$ cat src/rtl/gpi_debounce.sv
// Switch input conditioning: active-low pins are synchronised into clk_sys,
// debounced per bit, and turned into levels, edge pulses, sticky flags and an irq.

// One switch bit: two-flop synchroniser, persistence counter, edge and sticky logic.
module gpi_debounce_bit #(
  parameter int unsigned DebounceCycles = 300000,
  parameter int unsigned CntWidth       = $clog2(DebounceCycles + 1)
) (
  input  logic clk_sys,
  input  logic rst_sys_n,
  input  logic pin_n,
  input  logic clr,
  output logic state,
  output logic rise,
  output logic fall,
  output logic pressed
);

  localparam logic [CntWidth-1:0] CntMax = CntWidth'(DebounceCycles - 1);

  // sync_q[0] is stage1, sync_q[1] is stage2; both idle at released (1).
  logic [1:0]          sync_q;
  logic                sync;
  logic                stable_q;
  logic [CntWidth-1:0] cnt_q;
  logic                accept;
  logic                rise_pending;
  logic                fall_pending;

  always_ff @(posedge clk_sys or negedge rst_sys_n) begin
    if (!rst_sys_n) sync_q <= 2'b11;
    else            sync_q <= {sync_q[0], pin_n};
  end

  assign sync         = ~sync_q[1];
  assign accept       = (sync != stable_q) && (cnt_q == CntMax);
  assign rise_pending = accept &  sync;
  assign fall_pending = accept & ~sync;

  // Any return to the stable level before acceptance restarts the count from 0.
  always_ff @(posedge clk_sys or negedge rst_sys_n) begin
    if (!rst_sys_n) begin
      stable_q <= 1'b0;
      cnt_q    <= '0;
    end else if (sync == stable_q) begin
      cnt_q    <= '0;
    end else if (accept) begin
      stable_q <= sync;
      cnt_q    <= '0;
    end else begin
      cnt_q    <= cnt_q + CntWidth'(1);
    end
  end

  // Edge pulses register alongside stable so they line up with the new level.
  always_ff @(posedge clk_sys or negedge rst_sys_n) begin
    if (!rst_sys_n) begin
      rise    <= 1'b0;
      fall    <= 1'b0;
      pressed <= 1'b0;
    end else begin
      rise    <= rise_pending;
      fall    <= fall_pending;
      pressed <= rise_pending | (pressed & ~clr);
    end
  end

  assign state = stable_q;

endmodule

module gpi_debounce #(
  parameter int unsigned Width          = 13,
  parameter int unsigned DebounceCycles = 300000,
  parameter int unsigned CntWidth       = $clog2(DebounceCycles + 1)
) (
  input  logic             clk_sys,
  input  logic             rst_sys_n,
  input  logic [Width-1:0] pins_ni,
  output logic [Width-1:0] state_o,
  output logic [Width-1:0] rise_o,
  output logic [Width-1:0] fall_o,
  output logic [Width-1:0] pressed_o,
  input  logic [Width-1:0] clr_i,
  input  logic [Width-1:0] irq_en_i,
  output logic             irq_o
);

  for (genvar i = 0; i < Width; i++) begin : g_bit
    gpi_debounce_bit #(
      .DebounceCycles (DebounceCycles),
      .CntWidth       (CntWidth)
    ) u_bit (
      .clk_sys   (clk_sys),
      .rst_sys_n (rst_sys_n),
      .pin_n     (pins_ni[i]),
      .clr       (clr_i[i]),
      .state     (state_o[i]),
      .rise      (rise_o[i]),
      .fall      (fall_o[i]),
      .pressed   (pressed_o[i])
    );
  end

  always_ff @(posedge clk_sys or negedge rst_sys_n) begin
    if (!rst_sys_n) irq_o <= 1'b0;
    else            irq_o <= |(pressed_o & irq_en_i);
  end

endmodule

$ cat config.mk
export PLATFORM = sky130hd
export DESIGN_NAME = gpi_debounce
export DESIGN_NICKNAME = d
export VERILOG_FILES = /design/src/rtl/gpi_debounce.sv
export SDC_FILE = /design/constraint.sdc
export NUM_CORES = 1
export LEC_CHECK = 0
export CAP_MARGIN = 5
export CORE_MARGIN = 2
export CORE_UTILIZATION = 50
export DETAILED_ROUTE_END_ITERATION = 8
export PLACE_DENSITY = 0.69
export SYNTH_ARGS = -nofsm -noshare
export SYNTH_HDL_FRONTEND = slang
export SYNTH_SLANG_ARGS = --single-unit
export TNS_END_PERCENT = 5
$ cat constraint.sdc
create_clock -name clk_sys -period 2.55 [get_ports clk_sys]
set_input_delay 0.51 -clock clk_sys [delete_from_list [all_inputs] [get_ports clk_sys]]
set_output_delay 0.51 -clock clk_sys [all_outputs]
set_load 0.005 [all_outputs]
# Word-level counts from Yosys, hierarchy flattened

Cells that the tools add are included.

Add/sub/neg operators: 13
Multipliers: 0
Div/mod/pow operators: 0
Magnitude comparators: 0
Equal/unequal tests: 39
Shift operators: 0
Muxes and demuxes: 26
Bitwise operators: 92
Reductions and logical operators: 27

Operators with widths:

| operator                | count |
|---|---|
| $mux W19                | 26 |
| $add A19 B1 Y19 const B | 13 |
| $eq A19 B19 Y1 const B  | 13 |
| $and A1 B1 Y1           | 39 |
| $not A1 Y1              | 39 |
| $reduce_and A2 Y1       | 13 |
| $and A13 B13 Y13        | 1 |
| $eq A1 B1 Y1            | 13 |
| $logic_and A1 B1 Y1     | 13 |
| $ne A1 B1 Y1            | 13 |
| $or A1 B1 Y1            | 13 |
| $reduce_or A13 Y1       | 1 |

Bits in registers: 326
Bits in latches: 0
RAM bits: 0
Bits in read-only memories: 0
Memories: 0

# Longest topological paths before layout

Gate-level depths: netlist (run 1).

Depth after elaboration: 5
Mapped depth: 7
Gate-level depth less buffers: 5

# Cells and area by module

From an unflattened synthesis (run 1), not the netlist that was laid out.

Cell total of the unflattened synthesis: 1469
Area, all modules: 16289.4 sq um

By module, submodules not included:

| module                                 | times used | cells each | area an instance (sq um) |
|---|---|---|---|
| gpi_debounce_bit (g_bit[10].u_bit ...) | 12         | 112        | 1248.7 |
| gpi_debounce_bit (g_bit[0].u_bit)      | 1          | 116        | 1218.7 |
| gpi_debounce                           | 1          | 9          | 86.3 |

# Least setup slack after synthesis (run 1)

OpenSTA, ideal clock, no wires.

Kind: register -> register
Start: register g_bit[2].u_bit.cnt_q[13]
End: register g_bit[2].u_bit.cnt_q[10]
Setup time: 119 ps
Data arrival time: 1974 ps
Slack: 457 ps
Stages on the path, launching flop included: 7
Path buffers: 2
Clock period less this slack: 2093 ps
Path through: dfrtp_1 or4b_1 or4_1 buf_2 o21ai_4 buf_6 nor2_1

Word-level cells in the longest chain between the ends: 4

Ends and longest elaborated chain:

| what                   | line | source |
|---|---|---|
| start, declared        | 25   | `logic [CntWidth-1:0] cnt_q;` |
| start signal, assigned | 51   | `cnt_q <= cnt_q + CntWidth'(1);` |
| $eq A19 B19 Y1         | 36   | `assign accept = (sync != stable_q) && (cnt_q == CntMax);` |
| $logic_and A1 B1 Y1    | 36   |  |
| $mux W19               | 47   | `end else if (accept) begin` |
| $mux W19               | 45   | `end else if (sync == stable_q) begin` |

Every way passes these cells.
A chain may end at the register's enable or synchronous reset.

# Final worst setup path (run 1)

Start: register g_bit[2].u_bit.cnt_q[13]
End: register g_bit[2].u_bit.cnt_q[18]

Word-level cells in the longest chain between the ends: 4

Ends and longest elaborated chain:

| what                                                                    | line |
|---|---|
| parallel branches: the longest is 2 deep, another holds $add A19 B1 Y19 | n/a |
| $mux W19 *                                                              | 47 |
| $mux W19 *                                                              | 45 |

Mark *: on every way between the ends.

==> impl_metrics.tcl, run 1 <==
set metrics [dict create \
    drv_cap 0 \
    rr_worst_depth 5 \
    grt_pass1_wl_um 53700 \
    swShare_pct 21.2 \
    synthesis.area_um2 15800 \
    endpoint_kind "register" \
    diodes 0 \
    rrSetupSlack_ps 310 \
    p_leak_nw 7.13 \
    htreeDepth 2 \
    holdPathEnd "g_bit[6].u_bit.sync_q[1]" \
    crit_path_start_kind "register" \
    p_int_mw 8.81 \
    totalWireLength_um 31300 \
    synth.distinct_cells 65 \
    required_ps 2940 \
    cp_max_fo 17 \
    synthTopCellsByArea "dfrtp_1 48%, xnor2_1 9.0%, nor2_1 6.3%" \
    vias 11600 \
    power_frac_comb_pct 3.3 \
    crit_type "reg2reg" \
    detail_route.iter0.violations 779 \
    use_met2_pct 30.8 \
    postSynthAreaPerCell_um2 9.96 \
    p_per_area_nw_per_um2 609 \
    grt_max_degree 65 \
    syn_inst 1583 \
    peakVddDrop_v 0.000456 \
    synth-seq-cells 326 \
    row_count 65 \
    timing.final.crit_period_ps 2240 \
    clockPowerShare_pct 48.8 \
    postRouteAntennaNets 0 \
    avgViaCountPerCell 5.51 \
    setup_viol 0 \
    maxSlewHeadroom_pct 61.0 \
    status "finished clean" \
    post-route-drc-count 0 \
    hold_start "g_bit[6].u_bit.sync_q[0]" \
    dp_slack_ps 327 \
    fp.coreArea_um2 31300 \
    grt_use_met1_pct 27.0 \
    worstSkewPairLatency_ps 520 \
    port-buffer-count 93 \
    dpl.hpwl_um 21500 \
    ios 94 \
    yosys_warnings 0 \
    cts_setup_buffers 0 \
    fin_ws_ps 306 \
    nets 1726 \
    hold_path_depth 0 \
    setup_tns_ps 0 \
    drv_slew 0 \
    max_freq_mhz 446 \
    grt_pass1_vias 11200 \
    syn_to_final_growth_pct 16.2 \
    numCtsBuffers 38 \
    finalHoldViolCount 0 \
    drive_gt1_share_pct 9.53 \
    post_drt_wl_per_cell_um 14.9 \
    dieHeight_um 182 \
    synth_top_area_share_pct 47.6 \
    gp_congestion 0.867 \
    synth_ff_type "dfrtp_1" \
    finalClockSkew_ps 11.1 \
    p_seq_share_pct 47.9 \
    root_buffer "clkbuf_16" \
    clk_pin_slew_worst_paths_ps 50 \
    clock_path_buffers 3 \
    total_power_mw 11.2 \
    clock_sinks 326 \
    p_switching_mw 2.36 \
    min_path_type "reg2reg" \
    grt_overflow 0 \
    timing.rr.start "g_bit[2].u_bit.cnt_q[13]" \
    synth_nets 1637 \
    ys_async_sr_fraction_pct 100 \
    start_util_pct 50.4 \
    dieArea_um2 33000 \
    rsz0062_at_grt "no" \
    yosysTopAreaCell "dfrtp_1" \
    holdWs_ps 354 \
    synth_edf_count 0 \
    antenna_found_initial 0 \
    worstMarginPinSlew_ps 580 \
    arrival_ps 2630 \
    rr_endpoint "g_bit[2].u_bit.cnt_q[18]" \
    use_met3_pct 3.65 \
    cts_tree "done" \
    synth-seq-area-share_pct 51.9 \
    firstDrtPassIters 5 \
    track_usage_pct 19.3 \
    final.period_utilization_pct 88.0 \
    busiest_layer "met2" \
    die_w_um 182 \
]
[sequential cells by signal, summed over array words and instances (netlist names)]
name,cells
g_bit.u_bit.state,13
g_bit.u_bit.rise,13
g_bit.u_bit.fall,13
g_bit.u_bit.cnt_q,247
irq_o,1
g_bit.u_bit.sync_q,26
g_bit.u_bit.pressed,13
[layer usage]
layer	wire length, µm	share of wire, %
met4	561	1.8
met1	14900	47
met5	0	0
met3	1480	4.7
met2	14400	46
[timing repair]
action,4_1_cts,5_1_grt
endpoints found under the hold margin,52,0
hold buffers,1,0
gates resized for setup,0,0
[per-stage QoR]
stage               instances  util [%]  area, µm²
floorplan                1583         -      15800
global placement         2033      54.4      17000
detailed placement       2033      54.4      17000
CTS                      2102      58.5      18300
global route             2102      58.5      18300
finish                   2102      58.5      18300
[how the worst max path moves through the flow]
stage	from	endpoint	slack (ps)	cells past startpoint
final	g_bit[2].u_bit.cnt_q[13]	g_bit[2].u_bit.cnt_q[18]	310	5
after global routing	g_bit[2].u_bit.cnt_q[13]	g_bit[2].u_bit.cnt_q[18]	190	5
after CTS	g_bit[2].u_bit.cnt_q[13]	g_bit[2].u_bit.cnt_q[18]	300	5
after detailed placement	g_bit[2].u_bit.cnt_q[13]	g_bit[2].u_bit.cnt_q[7]	330	5
after global placement	g_bit[2].u_bit.cnt_q[13]	g_bit[2].u_bit.cnt_q[3]	340	5
after floorplan	g_bit[2].u_bit.cnt_q[13]	g_bit[2].u_bit.cnt_q[10]	460	6
[power by group through the flow]
stage                     Sequential, mW  Clock, mW  Combinational (mW)
after floorplan                     5.42          0               0.146
after global placement              5.43          0               0.378
after detailed placement            5.44          0               0.382
after CTS                           5.35       5.61               0.386
after global routing                5.36       5.85               0.429
final                               5.35       5.45               0.373
[cell usage after synthesis (all sizes together) (26+ instances only)]
master	count
nand4	62
dfrtp	300
nand2	76
nor4	70
buf	62
nor2	265
o21ai	39
dfstp	26
inv	53
xnor2	162
nand3	104
xor2	31
nor3	58
[critical path, stage by stage (launching register included)]
cell,delay (ps)
dfrtp_1,420
or4b_1,520
or4_1,670
o21ai_4,190
buf_4,240
a21oi_1,70
[cell usage in the layout, fill, tap and decap left out, types with 26 or more instances in the layout]
| cell | Yosys | layout |
|---|---|---|
| nor3_1 | 58 | 58 |
| nand3_1 | 104 | 104 |
| o21ai_0 | 32 | 32 |
| xnor2_1 | 162 | 162 |
| nor2_1 | 265 | 265 |
| inv_1 | 53 | 53 |
| dfstp_2 | 26 | 26 |
| buf_4 | 55 | 37 |
| nand4_1 | 62 | 62 |
| nor4_1 | 69 | 69 |
| nand2_1 | 76 | 76 |
| clkdlybuf4s50_1 | 0 | 92 |
| xor2_1 | 31 | 31 |
| dfrtp_1 | 300 | 300 |
| clkbuf_16 | 0 | 38 |
[final cells by class]
type | count | area (µm²)
Fill cell | 2606 | 13000
Sequential cell | 326 | 8190
Multi-Input combinational cell | 1118 | 6840
Timing Repair Buffer | 135 | 1300
Clock buffer | 60 | 1180
Tap cell | 402 | 503
Inverter | 53 | 199
Clock inverter | 8 | 109
[cells by family (layout without fill, tap and decap cells)]
logic type | Yosys count | after routing | share of synthesized area (%)
XOR/XNOR | 193 | 193 | 10.7
AND/OR/NAND/NOR | 779 | 779 | 25.4
flip-flops | 326 | 326 | 51.9
buffers and inverters | 139 | 256 | 4.71
adder cells (fa/ha/maj) | 13 | 13 | 1.03
AO/OA/AOI/OAI | 121 | 121 | 5.40
multiplexers | 12 | 12 | 0.762
Power figures use the tool's default switching activity.
==> run 2: changes to the inputs <==
- CORE_MARGIN: 2 -> 3
==> impl_metrics.tcl, run 2 (synthesis results as in run 1) <==
set metrics [dict create \
    track_usage_pct 18.9 \
    postRouteAntennaNets 0 \
    drv_slew 0 \
    slowest_stage "or4_1" \
    maxSlewHeadroom_pct 58.5 \
    timing.final.crit_period_ps 2330 \
    firstDrtPassIters 5 \
    largest_reg_flops 247 \
    post_drt_wl_per_cell_um 15.1 \
    max_freq_mhz 429 \
    crit_path_start_kind "register" \
    setup_viol 0 \
    max_flop_register "g_bit.u_bit.cnt_q" \
    totalWireLength_um 31600 \
    required_ps 2910 \
    holdWs_ps 355 \
    peakVddDrop_v 0.000473 \
    reg_top3 "g_bit.u_bit.cnt_q (247), g_bit.u_bit.sync_q (26)" \
    diodes 0 \
    setup_tns_ps 0 \
    crit_path_max_incr_delay_ps 670 \
    grt_pass1_vias 11400 \
    arrival_ps 2690 \
    cp_num_buf_inv 0 \
    crit_type "reg2reg" \
    start_util_pct 51.2 \
    p_leak_nw 7.02 \
    clock_path_buffers 3 \
    endpoint_kind "register" \
    row_count 64 \
    fp.coreArea_um2 30800 \
    dieHeight_um 184 \
    worstMarginPinSlew_ps 616 \
    grt_pass1_wl_um 54500 \
    dp.cells 2018 \
    stdcell_count 2084 \
    grt_overflow 0 \
    port-buffer-count 93 \
    die_w_um 184 \
    ios 94 \
    htreeDepth 2 \
    crit_family "simple AND/OR/NAND/NOR gates" \
    path_cells "or4b_1 -> or4_1 -> o21ai_4 -> nor2_1" \
    clock_sinks 326 \
    grt_max_degree 72 \
    final.period_utilization_pct 91.3 \
    numCtsBuffers 37 \
    finalHoldViolCount 0 \
    status "finished clean" \
    detail_route.iter0.violations 665 \
    drive_gt1_share_pct 8.83 \
    layout_commonest_cell "dfrtp_1" \
    root_buffer "clkbuf_16" \
    antenna_found_initial 0 \
    post-route-drc-count 0 \
    dpl.hpwl_um 21400 \
    drv_cap 0 \
    cp_max_fo 17 \
    avgViaCountPerCell 5.52 \
    worstSkewPairLatency_ps 500 \
    rsz0062_at_grt "no" \
    p_per_area_nw_per_um2 598 \
    dieArea_um2 33700 \
    layout_common_cells "300 x dfrtp_1, 265 x nor2_1, 162 x xnor2_1, 104 x nand3_1, 92 x clkdlybuf4s50_1" \
    clk_pin_slew_worst_paths_ps 60 \
    gp_congestion 0.883 \
    vias 11500 \
    nets 1716 \
    cts_tree "done" \
    finalClockSkew_ps 13.2 \
    min_path_type "reg2reg" \
    syn_to_final_growth_pct 14.9 \
]
[run 2: metrics by stage]
step	total power, mW	cell area (µm²)	util, %	setup WS [ps]
after detailed placement	5.81	16900	54.9	229
final	10.8	18100	58.8	221
after global placement	5.80	16900	54.9	269
after global routing	11.3	18100	58.8	78.1
after floorplan	5.56	15800	-	457
after CTS	11.0	18100	58.8	191
[run 2: layout make-up]
class / instances / area, µm²
Multi-Input combinational cell: 1118 / 6840
Tap cell: 396 / 495
Clock inverter: 13 / 124
Clock buffer: 52 / 1050
Fill cell: 2620 / 12700
Sequential cell: 326 / 8190
Inverter: 53 / 199
Timing Repair Buffer: 126 / 1220
[run 2: final timing paths]
kind                                     startpoint                        end  slack, ps  cells past startpoint
max                        g_bit[2].u_bit.cnt_q[13]    g_bit[2].u_bit.cnt_q[2]        220                      4
min                        g_bit[3].u_bit.sync_q[0]   g_bit[3].u_bit.sync_q[1]        360                      0
max reg2reg                g_bit[2].u_bit.cnt_q[13]    g_bit[2].u_bit.cnt_q[2]        220                      4
min reg2reg                g_bit[3].u_bit.sync_q[0]   g_bit[3].u_bit.sync_q[1]        360                      0
max in group asynchronous                 rst_sys_n   g_bit[8].u_bit.sync_q[0]       1200                      3
min in group asynchronous                 rst_sys_n  g_bit[10].u_bit.cnt_q[13]        550                      2
[run 2: worst register-to-register path: cells and delay by family (launching register included)]
kind	cells	cell delay (ps)
simple gates	3	1320
compound gates	1	450
flops	1	430
[run 2: routing by layer]
layer  share of wire, %  global-route usage, %  up-vias
met5                  0                      0        -
met4                1.7                   4.63        0
met3                4.0                   3.21       35
met2                 47                   30.8      196
met1                 48                   26.8     5577
li1                   -                      -     5701
[run 2: repair_timing]
item / 4_1_cts / 5_1_grt
setup endpoints to repair: 0 / 0
gates resized for setup: 0 / 0
setup buffers: 0 / 0
hold buffers: 1 / 0
endpoints found under the hold margin: 52 / 0
[run 2: where the power goes]
part	internal, mW	switching (mW)
Combinational	0.147	0.222
Clock	3.08	2.04
Sequential	5.26	0.0821
Total	8.49	2.34
